$ cat src/rtl/md5_pkg.sv
// ============================================================================
// md5_pkg : shared constants and types for the match result path
// Rev 1.0 : initial release
// ============================================================================
`default_nettype none

package md5_pkg;

  localparam int         ENTRY_W       = 24;
  localparam logic [7:0] RPT_HDR_ENTRY = 8'h01;
  localparam logic [7:0] RPT_HDR_EMPTY = 8'h00;

  typedef struct packed {
    logic [15:0] pos;
    logic [7:0]  chr;
  } match_entry_t;

  function automatic match_entry_t pack_entry(input logic [15:0] pos, input logic [7:0] chr);
    match_entry_t e;
    e.pos = pos;
    e.chr = chr;
    return e;
  endfunction

endpackage

`default_nettype wire

$ cat src/rtl/match_sync_fifo.sv
// ============================================================================
// match_sync_fifo : synchronous FIFO of match entries with count/full/empty
// Rev 1.0 : initial release
// ============================================================================
`default_nettype none

module match_sync_fifo
  import md5_pkg::*;
#(
  parameter int DEPTH = 8
) (
  input  logic               clk,
  input  logic               reset,
  input  logic               i_clr,
  input  logic               i_push,
  input  logic               i_pop,
  input  logic [ENTRY_W-1:0] i_din,
  output logic [ENTRY_W-1:0] o_dout,
  output logic [6:0]         o_count,
  output logic               o_full,
  output logic               o_empty
);

  localparam int AW = $clog2(DEPTH);

  logic [ENTRY_W-1:0] r_mem [DEPTH];
  logic [AW-1:0]      r_wptr;
  logic [AW-1:0]      r_rptr;
  logic [6:0]         r_count;

  logic               w_push;
  logic               w_pop;
  logic               w_wr_en;
  logic [AW-1:0]      w_wr_addr;

  assign o_full  = (r_count == 7'(DEPTH));
  assign o_empty = (r_count == 7'd0);
  assign o_count = r_count;
  assign o_dout  = r_mem[r_rptr];

  // A pop frees a slot in the same cycle, so a full queue still accepts a push.
  assign w_pop     = i_pop && !o_empty;
  assign w_push    = i_push && (!o_full || w_pop);
  assign w_wr_en   = !reset && (i_clr ? i_push : w_push);
  assign w_wr_addr = i_clr ? '0 : r_wptr;

  always_ff @(posedge clk) begin
    if (w_wr_en) begin
      r_mem[w_wr_addr] <= i_din;
    end
  end

  always_ff @(posedge clk) begin
    if (reset) begin
      r_wptr  <= '0;
      r_rptr  <= '0;
      r_count <= 7'd0;
    end else if (i_clr) begin
      r_rptr  <= '0;
      r_wptr  <= i_push ? AW'(1) : '0;
      r_count <= i_push ? 7'd1 : 7'd0;
    end else begin
      if (w_push) begin
        r_wptr <= r_wptr + AW'(1);
      end
      if (w_pop) begin
        r_rptr <= r_rptr + AW'(1);
      end
      r_count <= r_count + {6'd0, w_push} - {6'd0, w_pop};
    end
  end

endmodule

`default_nettype wire

$ cat src/rtl/match_result_queue.sv
// ============================================================================
// match_result_queue : queues search matches and serialises reports on request
// Option  : MATCH_QUEUE_DROP_COUNT_EN enables the saturating dropped-match counter
// Rev 1.0 : initial release
// ============================================================================
`default_nettype none

module match_result_queue
  import md5_pkg::*;
#(
  parameter int DEPTH = 8
) (
  input  logic        clk,
  input  logic        reset,
  input  logic        proc_start,
  input  logic        proc_match,
  input  logic [15:0] proc_byte_pos,
  input  logic [7:0]  proc_match_char,
  input  logic        rd_req,
  input  logic        txd_ready_next,
  output logic        txd_start,
  output logic [7:0]  txd_data,
  output logic [6:0]  q_count,
  output logic        q_empty,
  output logic        q_full,
  output logic        overflow,
  output logic [7:0]  drop_count,
  output logic        busy
);

  localparam logic [2:0] S_IDLE   = 3'd0;
  localparam logic [2:0] S_HDR    = 3'd1;
  localparam logic [2:0] S_POS_HI = 3'd2;
  localparam logic [2:0] S_POS_LO = 3'd3;
  localparam logic [2:0] S_CHR    = 3'd4;

  logic [2:0]   r_state;
  match_entry_t r_hold;
  logic         r_has;
  logic         r_overflow;

  match_entry_t w_head;
  logic         w_pop;
  logic         w_drop;
  logic         w_send;
  logic [7:0]   w_byte;

  match_sync_fifo #(
    .DEPTH   (DEPTH)
  ) u_fifo (
    .clk     (clk),
    .reset   (reset),
    .i_clr   (proc_start),
    .i_push  (proc_match),
    .i_pop   (w_pop),
    .i_din   (pack_entry(proc_byte_pos, proc_match_char)),
    .o_dout  (w_head),
    .o_count (q_count),
    .o_full  (q_full),
    .o_empty (q_empty)
  );

  assign w_pop  = (r_state == S_IDLE) && rd_req && !q_empty;
  assign w_drop = proc_match && q_full && !w_pop && !proc_start;
  assign w_send = (r_state != S_IDLE);

  // Strobe is gated by reset so an abandoned report emits nothing more.
  assign txd_start = w_send && txd_ready_next && !reset;
  assign txd_data  = txd_start ? w_byte : 8'h00;
  assign busy      = w_send;
  assign overflow  = r_overflow;

  always_comb begin
    w_byte = 8'h00;
    case (r_state)
      S_HDR:    w_byte = r_has ? RPT_HDR_ENTRY : RPT_HDR_EMPTY;
      S_POS_HI: w_byte = r_hold.pos[15:8];
      S_POS_LO: w_byte = r_hold.pos[7:0];
      S_CHR:    w_byte = r_hold.chr;
      default:  w_byte = 8'h00;
    endcase
  end

  always_ff @(posedge clk) begin
    if (reset) begin
      r_state <= S_IDLE;
      r_has   <= 1'b0;
      r_hold  <= '0;
    end else begin
      case (r_state)
        S_IDLE: begin
          if (rd_req) begin
            r_state <= S_HDR;
            r_has   <= !q_empty;
            if (!q_empty) begin
              r_hold <= w_head;
            end
          end
        end
        S_HDR: begin
          if (txd_ready_next) begin
            r_state <= r_has ? S_POS_HI : S_IDLE;
          end
        end
        S_POS_HI: if (txd_ready_next) r_state <= S_POS_LO;
        S_POS_LO: if (txd_ready_next) r_state <= S_CHR;
        S_CHR:    if (txd_ready_next) r_state <= S_IDLE;
        default:  r_state <= S_IDLE;
      endcase
    end
  end

  always_ff @(posedge clk) begin
    if (reset || proc_start) begin
      r_overflow <= 1'b0;
    end else if (w_drop) begin
      r_overflow <= 1'b1;
    end
  end

`ifdef MATCH_QUEUE_DROP_COUNT_EN
  logic [7:0] r_drop_count;

  always_ff @(posedge clk) begin
    if (reset || proc_start) begin
      r_drop_count <= 8'd0;
    end else if (w_drop && (r_drop_count != 8'hFF)) begin
      r_drop_count <= r_drop_count + 8'd1;
    end
  end

  assign drop_count = r_drop_count;
`else
  assign drop_count = 8'd0;
`endif

endmodule

`default_nettype wire
$ cat config.mk
export PLATFORM = sky130hd
export DESIGN_NAME = match_result_queue
export DESIGN_NICKNAME = d
export VERILOG_FILES = /design/src/rtl/md5_pkg.sv /design/src/rtl/match_sync_fifo.sv /design/src/rtl/match_result_queue.sv
export SDC_FILE = /design/constraint.sdc
export NUM_CORES = 1
export LEC_CHECK = 0
export BUFFER_PORTS_ARGS = -buffer_cell sky130_fd_sc_hd__buf_2
export CORE_MARGIN = 2
export CORE_UTILIZATION = 54
export CTS_CLUSTER_SIZE = 8
export DETAILED_ROUTE_END_ITERATION = 8
export PLACE_DENSITY = 0.75
export SKIP_LAST_GASP = 1
export SLEW_MARGIN = 15
export SYNTH_ARGS = -nofsm -noshare
export SYNTH_HDL_FRONTEND = slang
export SYNTH_SLANG_ARGS = --single-unit
$ cat constraint.sdc
create_clock -name clk -period 3.7 [get_ports clk]
set_input_delay 0.37 -clock clk [delete_from_list [all_inputs] [get_ports clk]]
set_output_delay 0.37 -clock clk [all_outputs]
set_load 0.05 [all_outputs]
==> metrics.md, run 1 <==
| Metric | Value |
|---|---|
| Status | complete, no violations |
| RSZ-0062 raised after global routing | no |
| Max Cap Violations | 0 |
| Dpl ws | approximately 0.76 ns |
| Ratio of cells with drive above 1 in the final layout | roughly 30% |
| P_int | between 5 and 6 mW |
| I/O pins | 58 |
| Vert. Die Dim | 137 um |
| Critical path buffers and inverters | 2 |
| Leak Pwr | about 3.6 nW |
| P per Cell Area | 653 mW/mm^2 |
| CTS tree | yes |
| Post-synth top flop | edfxtp_1 |
| Yosys cell types | 48 |
| Layout Cells excl Fill | 874 |
| Hold_buf cts | 0 |
| Clock slew at reported path FFs | 0.05 ns |
| Ys async rst share | 0% |
| Seq/Total Area, Yosys | 68.9% |
| Dpl cells | just over 800 |
| Switching share of total power | 27.0% |
| Initial core utilization | 55.4% |
| Area leader, netlist | edfxtp_1 |
| Vias in the first global route | a little over 5,000 |
| Gr usage total | around 21% |
| Switch Pwr | 1.94 mW |
| Clk_skew | 0.0144 ns |
| First-pass GRT wire length | 28,900 um |
| Metal2 WL | 8830 um |
| Total CTS buffers | 35 |
| Total gr overflow | 0 |
| Worst path arrival time | about 3.3 ns |
| Worst setup path category | reg2reg |
| CP most frequent cell | ha_1 |
| CP top delay family | adder cells |
| Detailed Place HPWL | 11,000 um |
| Postcts setup bufs | 0 |
| Worst slew pin tran | approximately 1 ns |
| Post-synth EDFFs | roughly 190 |
| Metal3 WL | 1080 um |
| Top Layer Used | met4 |
| Via-per-instance ratio | approximately 6 |
| DRT antenna net count | 0 |
| Max Freq | about 0.34 GHz |
| Crit path launch type | register |
| Overall power | 7.21 mW |
| Total die area | 0.0188 sq mm |
| Nets | 673 |
| Via total after detailed routing | between 5,000 and 6,000 |
| Number of synthesized register bits | 234 |
| GP Congestion | around 0.84 |
| Initial antenna violation count | 0 |
| Worst VDD drop | 440 uV |
| HP Class | in2reg |
| Max-slew violations | 0 |
| CP max stage cell | or4b_4 |
| Worst Setup End Kind | register |
| Slew HR | 34.6% |
| Clock buffer depth | 3 |
| Post-synth top area share | between 60% and 70% |
| Die Width | between 100 and 150 um |
| WL final | 18,400 um |
| Avg WL per Cell | between 20 and 25 um |
| Largest net degree at the start of global routing | 53 |
| Final setup viols | 0 |
| Synth Area per Inst | 17.2 sq um |
| Worst r2r src | r_state[0]$_SDFFE_PP0P_ |
| CTS Root Cell | clkbuf_16 |
| Period utilisation layout | 79.9% |
| Flop pwr share | 44.1% |
| Max H-tree Level | 2 |
| Cell count after synthesis | about 560 |
| Wl on met1 | 8050 um |
| Rows | 48 |
| CTS Sinks | 234 |
| Hold path start | proc_byte_pos[11] |
| Combinational power share | 17.5% |
| Setup TNS Final | 0 ns |
| # resized after CTS | 0 |
| Final worst slack | roughly 0.74 ns |
| Final hold vios | 0 |
| Initial DRC Count | 402 |
| # diodes | 0 |
| Yosys warns | 0 |
| Critical path origin | r_state[0]$_SDFFE_PP0P_ |
| Std-Cell Core Area | about 0.017 sq mm |
| Fin crit period | roughly 3.0 ns |
| Clock power frac | 38.4% |
| Cell Area, Synth | about 0.0096 sq mm |
| Largest cells by area after synthesis | edfxtp_1, mux4_2, dfxtp_1, mux2i_1, a211oi_2 |
| Drt drc | 0 |
| Port bufs | 49 |
| CP required | 4.07 ns |
| Area delta synth->final | 15.3% |
| Slowest stage delay, CP | between 0.6 and 0.7 ns |
| 1st-pass router iterations | 4 |
| Critical path peak fanout | 15 |
| Clk_lat worst skew | 0.49 ns |
| Worst-path cell chain | or4b_4 -> a21o_4 -> clkinv_4 -> ha_1 -> inv_1 -> ha_1 -> fa_1 -> a21oi_1 -> o21ai_0 -> mux2i_1 -> nand3_1 |
## final timing paths
| kind | endpoint | slack, ns | depth (start not counted) |
|---|---|---|---|
| worst max-delay path | u_fifo.o_count[6]$_SDFF_PP0_ | 0.74 | 11 |
| worst min-delay path | u_fifo.r_mem[5][19]$_DFFE_PP_ | 0.15 | 1 |
| worst max register to register | u_fifo.o_count[6]$_SDFF_PP0_ | 0.74 | 11 |
| worst min register to register | r_has$_SDFFE_PP0N_ | 0.48 | 2 |
## worst register-to-register path, cell delays in order, from the launching register on
cell      delay, ns
dfxtp_1        0.52
or4b_4         0.64
a21o_4         0.23
clkinv_4       0.05
ha_1           0.11
inv_1          0.04
ha_1           0.20
fa_1           0.43
a21oi_1        0.19
o21ai_0        0.16
mux2i_1        0.19
nand3_1        0.08
## cell usage in the layout, fill, tap and decap left out, types with 4 or more instances in the layout
master,count
edfxtp_1,192
ha_1,12
and2_1,4
nand2b_1,6
mux2i_1,33
a211oi_2,22
buf_2,49
mux4_2,48
nand3_1,4
nand2_1,13
conb_1,8
nor3_1,6
clkbuf_16,35
o21ai_0,5
inv_1,14
nor2_1,50
buf_4,18
clkbuf_1,19
a21oi_1,16
nor3_2,4
dfxtp_1,40
nor3b_1,4
## state kept, by name (all words and copies together), names as in the netlist
name            count
r_has               1
u_fifo.r_mem      192
overflow            1
u_fifo.r_wptr       3
u_fifo.r_rptr       3
r_state             3
u_fifo.o_count      7
r_hold             24
## cells in the mapped netlist, types with 12 or more instances
| cell | number |
|---|---|
| nor2_1 | 53 |
| inv_1 | 14 |
| edfxtp_1 | 192 |
| ha_1 | 12 |
| mux2i_1 | 33 |
| a21oi_1 | 16 |
| nand2_1 | 13 |
| mux4_2 | 48 |
| dfxtp_1 | 42 |
| clkbuf_1 | 16 |
| a211oi_2 | 22 |
| buf_4 | 12 |
## per-stage QoR
stage / hold slack [ns] / area, sq um / util [%]
final: 0.146 / 11000 / 63.9
after global routing: 0.151 / 11000 / 63.9
after CTS: 0.132 / 11000 / 63.9
after detailed placement: 0.479 / 10100 / 58.3
after global placement: 0.450 / 10100 / 58.3
after floorplan: 0.442 / 9610 / -
## cell families (layout without fill, tap and decap cells)
family | after synthesis | after routing | synth area share [%]
AOI/OAI and AO/OA | 58 | 58 | 5.26
muxes | 82 | 82 | 14.8
xor gates and xnor gates | 4 | 4 | 0.366
adders and majority gates | 13 | 13 | 1.78
DFF | 234 | 234 | 68.9
other | 1 | 8 | 0.0391
buffers and inverters | 54 | 138 | 3.00
and+or+nand+nor | 112 | 112 | 5.78
## cell type report
type	instances	area, sq um
Timing Repair Buffer	67	380
Fill cell	1251	6250
Inverter	15	61.3
Clock inverter	2	17.5
Multi-Input combinational cell	277	2750
Sequential cell	234	6610
Tap cell	225	282
Clock buffer	54	947
## power groups by stage
stage                     logic [mW]  clock network, mW  registers [mW]
after CTS                       1.27               2.83            3.19
after detailed placement        1.26                  0            3.23
final                           1.26               2.77            3.18
after global routing            1.39               2.94            3.21
after floorplan                 1.00                  0            3.23
after global placement          1.23                  0            3.23
## per-layer routing
layer,up-vias,GRT usage [%]
met4,0,6.82
met5,-,0
li1,2308,-
met3,36,4.56
met2,157,31.9
met1,2593,29.4
(Power assumes the default switching activity.)
==> run 2: changes to the inputs <==
- CORE_UTILIZATION: 54 -> 59
- PLACE_DENSITY: 0.75 -> 0.78
- clock period: 3.7 -> 2.85 ns (I/O delays scaled with it)
==> metrics.md, run 2 (synthesis results as in run 1) <==
| Metric | Value |
|---|---|
| Status | complete, no violations |
| Worst setup path category | reg2reg |
| Std-Cell Core Area | between 0.015 and 0.02 sq mm |
| Initial antenna violation count | 1 |
| Reg area | around 0.0066 sq mm |
| Leak Pwr | 3.73 nW |
| Total gr overflow | 0 |
| Area of the multi-input gates | 0.00277 sq mm |
| Port bufs | 49 |
| Hold slack | 0.0515 ns |
| R2R Path End | u_fifo.o_count[6]$_SDFF_PP0_ |
| Worst VDD drop | 505 uV |
| Worst slew pin tran | 0.639 ns |
| DRT antenna net count | 0 |
| Crit path capture | u_fifo.o_count[6]$_SDFF_PP0_ |
| Avg WL per Cell | about 22 um |
| Worst path arrival time | 3.04 ns |
| Critical path buffers and inverters | 3 |
| Max-slew violations | 0 |
| Die Width | 131 um |
| Number of cells on the critical path | 13 |
| Via-per-instance ratio | 5.92 |
| CP max stage cell | fa_2 |
| Period utilisation layout | 93.8% |
| I/O pins | a little under 60 |
| P per Cell Area | about 860 mW/mm^2 |
| Gr usage total | 22.8% |
| Total CTS buffers | 35 |
| Total die area | roughly 0.017 sq mm |
| Final hold vios | 0 |
| Initial core utilization | about three fifths |
| RSZ-0062 raised after global routing | no |
| First-pass GRT wire length | approximately 30,000 um |
| WL final | 19,300 um |
| Detailed Place HPWL | 11,600 um |
| Drt drc | 0 |
| CTS tree | yes |
| Max Cap Violations | 0 |
| Worst r2r src | u_fifo.o_count[5]$_SDFF_PP0_ |
| Area delta synth->final | 17.3% |
| Util after Layout | a little over two thirds |
| Clk_lat worst skew | 0.50 ns |
| CTS Sinks | 234 |
| CP top delay family | adder cells |
| Number of flip-flops under the largest register name | 192 |
| Clock slew at reported path FFs | about 0.050 ns |
| Ratio of cells with drive above 1 in the final layout | between 30% and 40% |
| Dpl cells | 817 |
| Max H-tree Level | 2 |
| Rows | 46 |
| Crit path launch type | register |
| Critical path origin | u_fifo.o_count[5]$_SDFF_PP0_ |
| GP Congestion | 0.837 |
| Setup TNS Final | 0 ns |
| Slew HR | 57.4% |
| Slowest stage delay, CP | 0.39 ns |
| Clock buffer depth | 3 |
| Register-to-Register Path Depth | 13 |
| Initial DRC Count | between 500 and 600 |
| CTS Root Cell | clkbuf_16 |
| CP most frequent cell | ha_1 |
| Largest net degree at the start of global routing | 53 |
| Vias in the first global route | 5,429 |
| Most frequent cells in the layout | edfxtp_1, nor2_1, buf_2, mux4_2, clkbuf_16 |
| Vert. Die Dim | 131 um |
| Clk_skew | roughly 0.020 ns |
| Nets | 683 |
| HP Class | in2reg |
| Worst-path cell chain | inv_1 -> ha_1 -> nor4b_4 -> a21o_4 -> clkinv_4 -> ha_1 -> inv_1 -> ha_1 -> fa_2 -> a21oi_2 -> o21ai_2 -> mux2i_1 -> nand3_1 |
| CP required | between 3 and 4 ns |
| Filler cells | 996 |
| R2r setup slk | 0.18 ns |
| Worst Setup End Kind | register |
| Max Freq | roughly 0.37 GHz |
| Final setup viols | 0 |
| Reg with most FFs | u_fifo.r_mem |
| 1st-pass router iterations | 4 |
| Fin crit period | 2.67 ns |
| Via total after detailed routing | roughly 5,200 |
| Critical path peak fanout | 5 |
| Commonest non-fill, non-tap cell in the layout | edfxtp_1 |
| Layout Cells excl Fill | 883 |
-- run 2: cell count changes in the layout (fill, tap and decap cells not counted), sizes merged --
| cell | delta |
|---|---|
| buf | +10 |
| clkbuf | +6 |
| clkinv | +1 |
| diode | +1 |
-- run 2: cell type report --
| class | count | share of cell area [%] |
|---|---|---|
| clock inverter | 3 | 0.300 |
| clock buffer | 60 | 8.81 |
| tap | 216 | 2.40 |
| antenna | 1 | 0.0222 |
| multi-input combinational | 277 | 24.6 |
| sequential | 234 | 58.9 |
| timing repair buffer | 77 | 4.38 |
| inverter | 15 | 0.545 |
-- run 2: repair_timing --
action / CTS / global route
setup buffers: 0 / 2
endpoints found under the setup margin: 0 / 2
hold buffers: 0 / 0
gates resized for setup: 0 / 2
-- run 2: how the worst min path moves through the flow --
stage                               endpoint  slack, ns  depth (start not counted)                   from
6_report       u_fifo.r_mem[4][12]$_DFFE_PP_       0.05                          1       proc_byte_pos[4]
5_1_grt        u_fifo.r_mem[4][12]$_DFFE_PP_       0.06                          1       proc_byte_pos[4]
4_1_cts         u_fifo.r_mem[6][8]$_DFFE_PP_       0.04                          1       proc_byte_pos[0]
3_5_place_dp           overflow$_SDFFE_PP0P_       0.46                          2  overflow$_SDFFE_PP0P_
3_3_place_gp           overflow$_SDFFE_PP0P_       0.45                          2  overflow$_SDFFE_PP0P_
2_1_floorplan   u_fifo.r_mem[0][0]$_DFFE_PP_       0.38                          0     proc_match_char[0]
-- run 2: worst reg2reg max path, stage by stage (launching register included) --
cell and delay [ns]:
dfxtp_4 0.35, inv_1 0.07, ha_1 0.14, nor4b_4 0.31, a21o_4 0.22, clkinv_4 0.05, ha_1 0.26, inv_1 0.04
ha_1 0.21, fa_2 0.39, a21oi_2 0.18, o21ai_2 0.10, mux2i_1 0.16, nand3_1 0.09
-- run 2: power by group --
group	switching (mW)	total (mW)	internal, mW
combinational	1.09	1.80	0.715
sequential	0.158	4.09	3.93
clock	1.38	3.73	2.35
-- run 2: routing by layer --
layer	global-route usage (%)	vias up	share of wire [%]
li1	-	2343	-
met2	37.1	200	49
met4	7.97	0	2.6
met3	4.63	42	5.7
met1	31.2	2645	42
met5	0	-	0
-- run 2: metrics by stage --
stage | total power [mW] | area [sq um] | setup WS [ns]
6_report | 9.62 | 11200 | 0.176
5_1_grt | 10.0 | 11200 | 0.0112
4_1_cts | 9.63 | 11200 | 0.0715
3_5_place_dp | 5.88 | 10200 | 0.0905
3_3_place_gp | 5.82 | 10200 | 0.183
2_1_floorplan | 5.52 | 9650 | -0.660
